==> src/rtl/demux_1_2.sv <==
// Registered 1:2 packet demultiplexer: one valid/ready stream steered per packet
// into one of two independent output FIFOs, so a stalled output never blocks the other.
module demux_1_2 #(
  parameter int unsigned WIDTH = 8,
  parameter int unsigned DEPTH = 2
) (
  input  logic             clk,
  input  logic             rst_n,
  input  logic [WIDTH-1:0] in_data,
  input  logic             in_valid,
  input  logic             in_last,
  input  logic             s,
  output logic             in_ready,
  output logic [WIDTH-1:0] out0_data,
  output logic             out0_valid,
  output logic             out0_last,
  input  logic             out0_ready,
  output logic [WIDTH-1:0] out1_data,
  output logic             out1_valid,
  output logic             out1_last,
  input  logic             out1_ready,
  output logic             busy
);

  localparam int unsigned AW = $clog2(DEPTH);
  localparam int unsigned PW = AW + 1;
  localparam int unsigned EW = WIDTH + 1;

  localparam logic [1:0] IDLE   = 2'd0;
  localparam logic [1:0] ROUTE0 = 2'd1;
  localparam logic [1:0] ROUTE1 = 2'd2;

  logic [1:0]    r_state;
  logic [1:0]    w_state_nxt;
  logic          w_target;
  logic          w_accept;
  logic [1:0]    w_ready;
  logic [1:0]    w_push;
  logic [1:0]    w_pop;
  logic [1:0]    w_full;
  logic [1:0]    w_valid;
  logic [EW-1:0] w_head [2];

  logic [PW-1:0] r_wr_ptr [2];
  logic [PW-1:0] r_rd_ptr [2];
  logic [PW-1:0] r_count  [2];
  logic [EW-1:0] r_mem    [2][DEPTH];
  logic [EW-1:0] r_hold   [2];

  assign w_ready = {out1_ready, out0_ready};

  // Route target: live select between packets, locked while a packet is in flight.
  always_comb begin
    w_target = 1'b0;
    w_push   = 2'b00;
    w_pop    = 2'b00;
    w_full   = 2'b00;
    w_valid  = 2'b00;
    w_head   = '{default: '0};
    w_target = (r_state == IDLE) ? s : (r_state == ROUTE1);
    for (int i = 0; i < 2; i++) begin
      w_full[i]  = (r_count[i] == PW'(DEPTH));
      w_valid[i] = (r_count[i] != '0);
      w_head[i]  = r_mem[i][r_rd_ptr[i][AW-1:0]];
      w_pop[i]   = w_valid[i] & w_ready[i];
    end
    in_ready = rst_n & ~w_full[w_target];
    w_accept = in_valid & in_ready;
    w_push[0] = w_accept & ~w_target;
    w_push[1] = w_accept & w_target;
  end

  always_comb begin
    w_state_nxt = r_state;
    if (w_accept) begin
      case (r_state)
        IDLE:           if (!in_last) w_state_nxt = s ? ROUTE1 : ROUTE0;
        ROUTE0, ROUTE1: if (in_last)  w_state_nxt = IDLE;
        default:        w_state_nxt = IDLE;
      endcase
    end
  end

  always_ff @(posedge clk or negedge rst_n) begin
    if (!rst_n) r_state <= IDLE;
    else        r_state <= w_state_nxt;
  end

  // Per-output FIFO storage; r_hold keeps the last popped head visible once empty.
  always_ff @(posedge clk or negedge rst_n) begin
    if (!rst_n) begin
      for (int i = 0; i < 2; i++) begin
        r_wr_ptr[i] <= '0;
        r_rd_ptr[i] <= '0;
        r_count[i]  <= '0;
        r_hold[i]   <= '0;
        for (int j = 0; j < DEPTH; j++) r_mem[i][j] <= '0;
      end
    end else begin
      for (int i = 0; i < 2; i++) begin
        if (w_push[i]) begin
          r_mem[i][r_wr_ptr[i][AW-1:0]] <= {in_data, in_last};
          r_wr_ptr[i] <= r_wr_ptr[i] + PW'(1);
        end
        if (w_pop[i]) begin
          r_rd_ptr[i] <= r_rd_ptr[i] + PW'(1);
          r_hold[i]   <= w_head[i];
        end
        case ({w_push[i], w_pop[i]})
          2'b10:   r_count[i] <= r_count[i] + PW'(1);
          2'b01:   r_count[i] <= r_count[i] - PW'(1);
          default: r_count[i] <= r_count[i];
        endcase
      end
    end
  end

  assign out0_valid = w_valid[0];
  assign out1_valid = w_valid[1];
  assign out0_data  = w_valid[0] ? w_head[0][EW-1:1] : r_hold[0][EW-1:1];
  assign out0_last  = w_valid[0] ? w_head[0][0]      : r_hold[0][0];
  assign out1_data  = w_valid[1] ? w_head[1][EW-1:1] : r_hold[1][EW-1:1];
  assign out1_last  = w_valid[1] ? w_head[1][0]      : r_hold[1][0];
  assign busy       = (r_state != IDLE);

endmodule

==> config.mk <==
export PLATFORM = sky130hd
export DESIGN_NAME = demux_1_2
export DESIGN_NICKNAME = d
export VERILOG_FILES = /design/src/rtl/demux_1_2.sv
export SDC_FILE = /design/constraint.sdc
export NUM_CORES = 1
export LEC_CHECK = 0
export BUFFER_PORTS_ARGS = -buffer_cell sky130_fd_sc_hd__buf_4
export CAP_MARGIN = 5
export CORE_UTILIZATION = 55
export CTS_CLUSTER_DIAMETER = 60
export DETAILED_ROUTE_END_ITERATION = 6
export PLACE_DENSITY_LB_ADDON = 0.3
export SYNTH_ARGS = -nofsm -noshare
export SYNTH_HDL_FRONTEND = slang
export SYNTH_SLANG_ARGS = --single-unit
==> constraint.sdc <==
create_clock -name clk -period 4.1 [get_ports clk]
set_input_delay 0.615 -clock clk [delete_from_list [all_inputs] [get_ports clk]]
set_output_delay 0.615 -clock clk [all_outputs]
set_load 0.05 [all_outputs]
==> impl_metrics.env, run 1 <==
export IMPL_worstSetupEndpointType="output port"
export IMPL_crit_buf_inv=2
export IMPL_synth_compound_gate_area_share=0.109
export IMPL_viasPerCell=5.51
export IMPL_clock_sinks=64
export IMPL_crit_fanout=10
export IMPL_synth_area_top_cells="dfrtp_1, mux2_2, mux2i_1"
export IMPL_fin_nets=310
export IMPL_grt_total_usage=0.207
export IMPL_grt_pass1_vias=1979
export IMPL_outcome="finished, final reports clean"
export IMPL_synthXorXnorAreaFrac=0.0289
export IMPL_async_flop_share=1.00
export IMPL_final_min_clock_period_ns=3.11
export IMPL_synth_flop_cell="dfrtp_1"
export IMPL_antenna_found_initial=0
export IMPL_cts_hold_buf=0
export IMPL_post_cts_setup_buffer_count=0
export IMPL_crit_path_top_delay_cell="mux2i_4"
export IMPL_area_delta_synth_final_pct=16.7
export IMPL_synth_top_family_by_area="multiplexers"
export IMPL_tns_ns=0
export IMPL_crit_type="register to output port"
export IMPL_ctsLongestPathBuffers=2
export IMPL_crit_required_ns=3.48
export IMPL_ant_nets=0
export IMPL_start_util=0.582
export IMPL_rsz0062_at_grt="false"
export IMPL_grt_pass1_wl_mm=9.17
export IMPL_synth_mux_area_frac=0.219
export IMPL_worstPathArrival_ns=2.49
export IMPL_dp_hpwl_mm=3.77
export IMPL_syn_cell_area_um2=3030
export IMPL_io_buffer_count=36
export IMPL_synthSimpleGateAreaFrac=0.0661
export IMPL_rr_worst_depth=8
export IMPL_cts_tree="done"
export IMPL_ys_seq_area_frac=0.529
export IMPL_critical_path_most_common_cell="mux2i_4"
export IMPL_grt_overflow=0
export IMPL_synth_most_common_cell="dfrtp_1"
export IMPL_gp_congestion=0.753
export IMPL_route_final_wire_length_mm=5.47
export IMPL_synthDistinctLibCells=27
export IMPL_htreeDepth=3
export IMPL_dieHeight_um=76.2
export IMPL_synth_seq_cells=64
export IMPL_worstPathCellList="inv_1 > ha_1 > mux2i_4 > mux2i_4 > o21a_1 > buf_4"
export IMPL_synth_avg_cell_area_um2=11.9
export IMPL_synthesis_instances=255
export IMPL_synth_top_cell_by_area="dfrtp_1"
export IMPL_clock_latency_ns=0.33
export IMPL_dieArea_um2=5810
export IMPL_drtIter0Drc=74
export IMPL_relSlewSlack=0.498
export IMPL_slew_viol_final=0
export IMPL_hold_class="primary input to asynchronous set/reset pin"
export IMPL_timing_rr_start="r_state[0]"
export IMPL_vias=2012
export IMPL_num_rows=26
export IMPL_cp_start_kind="register"
export IMPL_cts_resized=0
export IMPL_hold_viol_final=0
export IMPL_tightestPinTransition_ns=0.754
export IMPL_cpPeakStageDelay_ns=0.52
export IMPL_ios=37
export IMPL_finalClockSkew_ns=0.00847
export IMPL_drv_cap=0
export IMPL_cts_root_buf="clkbuf_8"
export IMPL_fin_crit_sh=0.758
export IMPL_critPathTopFamily="multiplexers"
export IMPL_fmax_ghz=0.322
export IMPL_yosysWarnings=0
export IMPL_synthAdderAreaFrac=0.0207
export IMPL_dr_pass1_iters=4
export IMPL_synth_edf_count=0
export IMPL_grt_max_degree=63
export IMPL_cts_buffers=9
export IMPL_die_x_um=76.2
export IMPL_drc=0
export IMPL_clkSlewWorstSetupHoldPaths_ns=0.07
export IMPL_r2r_setup_slack_ns=1.36
export IMPL_synth_common_cells="dfrtp_1, mux2_2, nor2_1, nand2_1, o21ai_0"
export IMPL_yosysTopAreaCellShare=0.529
export IMPL_setup_violations=0
export IMPL_design_core_area_um2=5200
export IMPL_antennaDiodeCount=0
export IMPL_r2r_end="r_count[1]"
export IMPL_syn_num_nets=275
export IMPL_drive_gt1_frac=0.332
export IMPL_wl_per_cell_um=15.0
==> worst max path at each step <==
stage / slack [ns] / endpoint / from / depth (start not counted)
floorplan: 1.12 / out1_data[0] / r_count[0] / 5
global placement: 1.42 / in_ready / r_state[0] / 6
detailed placement: 1.35 / in_ready / r_state[0] / 6
CTS: 0.98 / in_ready / r_state[0] / 6
global route: 0.85 / in_ready / r_state[0] / 6
finish: 0.99 / in_ready / r_state[0] / 6
==> cell type report <==
class                      count  area [um2]
fill                         411        1670
sequential                    64        1600
inverter                       7        26.3
multi-input combinational    171        1340
clock buffer                  13         159
tap                           70        87.6
timing repair buffer          37         278
clock inverter                 3        40.0
==> kinds of logic (layout without fill, tap and decap cells) <==
family	Yosys count	after routing
fa+ha+maj	5	5
simple gates	50	50
flops	64	64
xor+xnor	10	10
buf+inv	20	60
mux	58	58
compound gates	48	48
==> cells in the final DEF, fill, tap and decap left out <==
cell type and instances:
o211ai_1 3, o21ai_0 19, buf_4 37, dfrtp_1 64, xnor2_1 8, o221a_2 1, xor2_1 2, clkinv_2 2
nor2_1 22, nor3_1 2, or2_2 2, inv_1 7, o2111ai_4 1, o211ai_4 2, a21oi_1 18, clkbuf_8 11
mux2i_1 18, and2_1 1, o2111ai_1 2, o21a_1 1, nand2_1 21, nand3_1 2, ha_1 5, bufinv_16 1
mux2i_4 3, clkbuf_1 2, o21ai_4 1, mux2_2 37
==> worst reg2reg max path: stages (launching register included) <==
cell and delay, ns:
dfrtp_1 0.38, inv_1 0.12, ha_1 0.41, mux2i_4 0.33
mux2i_4 0.52, o21ai_0 0.23, ha_1 0.35, nor2_1 0.15
xor2_1 0.17
==> layer usage <==
metal  wire length (um)  part of all wire  GRT usage  vias to the layer above
met2               2760              0.51      0.336                       43
met5                  0                 0          0                        -
met4                 55             0.010     0.0981                        0
li1                   -                 -          -                      958
met3                234             0.043     0.0455                        4
met1               2410              0.44      0.266                     1007
==> through the flow <==
stage	utilization	setup slack, ns	cells	cell area, um2	hold WS (ns)
floorplan	-	1.12	255	3030	0.319
global placement	0.641	1.42	349	3340	0.423
detailed placement	0.641	1.35	349	3340	0.423
CTS	0.679	0.978	365	3540	0.0605
global route	0.679	0.854	365	3540	0.0579
finish	0.679	0.992	365	3540	0.0669
==> sequential cells by signal, summed over array words and instances, names as in the netlist <==
name	flops
r_rd_ptr	2
r_wr_ptr	2
r_mem	36
r_count	4
r_hold	18
r_state	2
Power of run 1 is left out: the tool's default activity adds up to more than one toggle a clock period on the data nets, which glitch-free logic cannot reach.
==> inputs of run 2 (changes only) <==
Settings changed: ABC_AREA set to 1, CORE_UTILIZATION 55 to 53.
Clock period 4.1 ns to 2.71 ns, I/O delays scaled along.
==> run 2 against run 1 <==
Effect of this change:
- sequential share of layout area shrank 3.7 points
- synthesized cell count grew 64%
- clock-buffer cell count is the same
- die area grew 15%
- largest cell class unchanged
- highest routed layer unchanged
==> impl_metrics.env, run 2 <==
export IMPL_rsz0062_at_grt="false"
export IMPL_layout_commonest_cell="nand2_1"
export IMPL_regArea_um2=1600
export IMPL_crit_fanout=20
export IMPL_outcome="finished, final reports clean"
export IMPL_multi_input_area_um2=1410
export IMPL_rr_worst_depth=8
export IMPL_clock_latency_ns=0.32
export IMPL_grt_total_usage=0.225
export IMPL_hold_worst_slack_ns=0.353
export IMPL_cpPeakStageDelay_ns=0.47
export IMPL_route_final_wire_length_mm=6.67
export IMPL_fillers=503
export IMPL_worstSetupEndpointType="register"
export IMPL_drive_gt1_frac=0.148
export IMPL_yosysTopAreaCellShare=0.474
export IMPL_dr_pass1_iters=4
export IMPL_async_flop_share=1.00
export IMPL_synth_edf_count=0
export IMPL_biggestRegsByFlops="r_mem (36), r_hold (18), r_count (4)"
export IMPL_synth_common_cells="nand2_1, dfrtp_1, inv_1, o21ai_0, nand3_1"
export IMPL_grt_max_degree=43
export IMPL_yosysWarnings=0
export IMPL_regMostFlops="r_mem"
export IMPL_final_min_clock_period_ns=2.27
export IMPL_synth_area_top_cells="dfrtp_1, nand2_1, o21ai_0"
export IMPL_largest_reg_flops=36
export IMPL_setup_violations=0
export IMPL_grt_pass1_vias=2545
export IMPL_ant_nets=0
export IMPL_synth_avg_cell_area_um2=8.07
export IMPL_timing_rr_start="r_count[0]"
export IMPL_cts_hold_buf=1
export IMPL_synth_flop_cell="dfrtp_1"
export IMPL_relSlewSlack=0.574
export IMPL_grt_pass1_wl_mm=11.4
export IMPL_drc=0
export IMPL_antenna_found_initial=0
export IMPL_post_dp_cell_area_um2=3660
export IMPL_hold_viol_final=0
export IMPL_cp_start_kind="register"
export IMPL_drtIter0Drc=170
export IMPL_worstPathCellList="nor2_1 > inv_1 > nand2_1 > clkinv_1 > ha_1 > a21oi_1 > o21ai_0 > xnor2_1"
export IMPL_area_delta_synth_final_pct=14.0
export IMPL_synthDistinctLibCells=23
export IMPL_fin_nets=468
export IMPL_crit_path_top_delay_cell="ha_1"
export IMPL_ys_seq_area_frac=0.474
export IMPL_synth_most_common_cell="nand2_1"
export IMPL_grt_overflow=0
export IMPL_post_cts_setup_buffer_count=0
export IMPL_worstPathArrival_ns=2.48
export IMPL_crit_type="register to register"
export IMPL_r2r_end="r_count[1]"
export IMPL_num_rows=28
export IMPL_hold_class="primary input to register"
export IMPL_slew_viol_final=0
export IMPL_syn_num_nets=439
export IMPL_synthesis_instances=419
export IMPL_critPathCapture="r_count[1]"
export IMPL_dp_cells=511
export IMPL_ios=37
export IMPL_htreeDepth=3
export IMPL_synth_top_cell_by_area="dfrtp_1"
export IMPL_dp_hpwl_mm=4.54
export IMPL_vias=2723
export IMPL_design_core_area_um2=6030
export IMPL_worstSetupStartpoint="r_count[0]"
export IMPL_syn_cell_area_um2=3380
export IMPL_finalClockSkew_ns=0.00369
export IMPL_fin_crit_sh=0.838
export IMPL_cts_resized=0
export IMPL_clock_sinks=64
export IMPL_clkSlewWorstSetupHoldPaths_ns=0.07
export IMPL_cts_buffers=9
export IMPL_viasPerCell=5.16
export IMPL_finalNonFillerCells=528
export IMPL_start_util=0.561
export IMPL_hold_depth=3
export IMPL_final_cell_mix="nand2_1, inv_1, dfrtp_1"
export IMPL_dieArea_um2=6700
export IMPL_r2r_setup_slack_ns=0.44
export IMPL_synth_seq_cells=64
export IMPL_cts_root_buf="clkbuf_8"
export IMPL_tightestPinTransition_ns=0.640
export IMPL_die_x_um=81.9
export IMPL_gp_congestion=0.767
export IMPL_dieHeight_um=81.9
export IMPL_cts_tree="done"
export IMPL_crit_required_ns=2.91
export IMPL_drv_cap=0
export IMPL_io_buffer_count=36
export IMPL_antennaDiodeCount=0
export IMPL_fmax_ghz=0.440
export IMPL_wl_per_cell_um=12.6
export IMPL_ctsLongestPathBuffers=2
export IMPL_stdcell_area_um2=3850
==> run 2: layer usage <==
layer / track usage / vias to the layer above / wire (um)
met1: 0.299 / 1288 / 3030
met3: 0.0344 / 7 / 206
met5: 0 / - / 0
li1: - / 1382 / -
met4: 0.0877 / 0 / 73
met2: 0.367 / 46 / 3360
==> run 2: critical path, delay by kind of cell (launching register included) <==
kind | cells | cell delay [ns]
AOI/OAI and AO/OA | 2 | 0.22
buffers and inverters | 2 | 0.61
DFF | 1 | 0.42
and+or+nand+nor | 2 | 0.29
xor gates and xnor gates | 1 | 0.14
adders and majority gates | 1 | 0.47
==> run 2: how the worst min path moves through the flow <==
stage / from / endpoint / slack [ns]
after global routing: in_data[2] / r_mem[21] / 0.35
final: in_data[6] / r_mem[34] / 0.35
after floorplan: rst_n / r_count[0] / 0.11
after CTS: in_data[6] / r_mem[34] / 0.34
after global placement: rst_n / r_mem[9] / 0.34
after detailed placement: rst_n / r_count[1] / 0.34
==> run 2: cell type report <==
cell class                 count  area share
inverter                      70      0.0682
multi-input combinational    263       0.366
clock inverter                 3     0.00389
tap                           75      0.0243
clock buffer                  13      0.0438
sequential                    64       0.415
timing repair buffer          40      0.0785
==> run 2: cell families (layout without fill, tap and decap cells) <==
group / after synthesis / count (layout) / synth area share
muxes: 1 / 1 / 0.00333
adders and majority gates: 5 / 5 / 0.0185
xor gates and xnor gates: 8 / 8 / 0.0207
and+or+nand+nor: 152 / 152 / 0.203
buffers and inverters: 92 / 126 / 0.110
AOI/OAI and AO/OA: 97 / 97 / 0.171
DFF: 64 / 64 / 0.474
==> run 2: stage by stage <==
| step | worst slack, ns | setup TNS [ns] | utilization |
|---|---|---|---|
| after floorplan | -0.0235 | -0.348 | - |
| after global placement | 0.533 | 0 | 0.608 |
| after detailed placement | 0.487 | 0 | 0.608 |
| after CTS | 0.465 | 0 | 0.640 |
| after global routing | 0.206 | 0 | 0.640 |
| final | 0.439 | 0 | 0.640 |
Power of run 2 is left out for the same reason.
==> inputs of run 3 (changes only) <==
Settings changed: CORE_UTILIZATION 53 to 55.
Clock period 2.71 ns to 2.2 ns, I/O delays scaled along.
==> run 3 against run 2 <==
Effect of this change:
- cell count grew 1.3%
- core utilization is 2.1 points higher
- clock skew rose by 0.0050 ns
- critical path type unchanged
- critical endpoint is now r_count[3]
==> impl_metrics.env, run 3 (same netlist as run 2, synthesis figures left out) <==
export IMPL_slew_viol_final=0
export IMPL_fmax_ghz=0.469
export IMPL_io_buffer_count=36
export IMPL_dieArea_um2=6470
export IMPL_fin_nets=475
export IMPL_design_core_area_um2=5920
export IMPL_outcome="finished, final reports clean"
export IMPL_start_util=0.571
export IMPL_final_cell_mix="nand2_1, inv_1, dfrtp_1"
export IMPL_dp_hpwl_mm=4.69
export IMPL_hp_start="in_data[3]"
export IMPL_largest_reg_flops=36
export IMPL_ant_nets=0
export IMPL_finalClockSkew_ns=0.00866
export IMPL_worstSetupEndpointType="register"
export IMPL_grt_pass1_wl_mm=11.4
export IMPL_clkSlewWorstSetupHoldPaths_ns=0.07
export IMPL_grt_total_usage=0.233
export IMPL_wl_per_cell_um=12.8
export IMPL_route_final_wire_length_mm=6.84
export IMPL_final_min_clock_period_ns=2.13
export IMPL_ios=37
export IMPL_crit_fanout=4
export IMPL_grt_pass1_vias=2578
export IMPL_relSlewSlack=0.560
export IMPL_regMostFlops="r_mem"
export IMPL_antennaDiodeCount=0
export IMPL_stdcell_area_um2=3910
export IMPL_worstSetupStartpoint="r_state[0]"
export IMPL_grt_max_degree=54
export IMPL_cts_tree="done"
export IMPL_worstPathArrival_ns=2.35
export IMPL_biggestRegsByFlops="r_mem (36), r_hold (18), r_count (4)"
export IMPL_grt_overflow=0
export IMPL_cts_buffers=9
export IMPL_cp_start_kind="register"
export IMPL_gp_congestion=0.796
export IMPL_rsz0062_at_grt="false"
export IMPL_clock_sinks=64
export IMPL_htreeDepth=3
export IMPL_dieHeight_um=80.4
export IMPL_num_rows=28
export IMPL_crit_required_ns=2.42
export IMPL_antenna_found_initial=0
export IMPL_crit_type="register to register"
export IMPL_vias=2785
export IMPL_post_cts_setup_buffer_count=0
export IMPL_ctsLongestPathBuffers=2
export IMPL_area_delta_synth_final_pct=15.7
export IMPL_clock_latency_ns=0.34
export IMPL_drive_gt1_frac=0.161
export IMPL_setup_violations=0
export IMPL_die_x_um=80.4
export IMPL_viasPerCell=5.21
export IMPL_timing_rr_start="r_state[0]"
export IMPL_tightestPinTransition_ns=0.661
export IMPL_drc=0
export IMPL_drtIter0Drc=227
export IMPL_hold_viol_final=0
export IMPL_drv_cap=0
export IMPL_hold_class="primary input to register"
export IMPL_layout_commonest_cell="nand2_1"
export IMPL_post_dp_cell_area_um2=3720
export IMPL_fin_crit_sh=0.969
export IMPL_dr_pass1_iters=4
export IMPL_cts_root_buf="clkbuf_8"
## run 3: cell types whose count changed in the layout (fill, tap and decap cells not counted), sizes merged
cell / delta
clkbuf: -1
buf: +7
bufinv: +1
## run 3: area by class of cell
cell class	instances	area, um2
Fill cell	491	2010
Sequential cell	64	1600
Multi-Input combinational cell	263	1420
Timing Repair Buffer	47	355
Inverter	70	265
Clock buffer	12	135
Tap cell	75	93.8
Clock inverter	4	45.0
## run 3: worst max-delay path, cell delays in order, from the launching register on
cell and delay (ns):
dfrtp_1 0.36, inv_1 0.11, ha_2 0.24, nand2_1 0.12
nand3_1 0.11, nand2_2 0.09, nand2_4 0.10, nand4_1 0.11
ha_1 0.35, a21oi_1 0.15, o21ai_0 0.13, xnor2_1 0.15
## run 3: final timing paths
kind                              endpoint  slack, ns  cells past startpoint
worst min register to register  r_count[1]       0.53                      1
worst max register to register  r_count[3]       0.07                     11
worst min-delay path             r_mem[22]       0.26                      3
max in group asynchronous         r_mem[2]       0.86                      3
worst max-delay path            r_count[3]       0.07                     11
min in group asynchronous       r_count[3]       0.41                      2
## run 3: repair_timing
action,4_1_cts,5_1_grt
hold buffers,1,0
endpoints found under the setup margin,0,3
hold endpoints to repair,11,0
resized for setup,0,1
## run 3: through the flow
step	setup WS [ns]	hold WS [ns]	util	TNS (ns)	std cells
2_1_floorplan	-0.111	0.0344	-	-1.87	419
3_3_place_gp	0.191	0.217	0.628	0	518
3_5_place_dp	0.0527	0.219	0.628	0	518
4_1_cts	0.0481	0.249	0.660	0	535
5_1_grt	0.00339	0.266	0.661	0	535
6_report	0.0691	0.259	0.661	0	535
## run 3: metal layers
layer | GRT usage | wire length (um) | vias up | part of all wire
li1 | - | - | 1397 | -
met1 | 0.298 | 3080 | 1336 | 0.45
met5 | 0 | 0 | - | 0
met2 | 0.381 | 3420 | 39 | 0.50
met4 | 0.116 | 149 | 0 | 0.022
met3 | 0.0386 | 190 | 13 | 0.028
Power of run 3 is left out for the same reason.
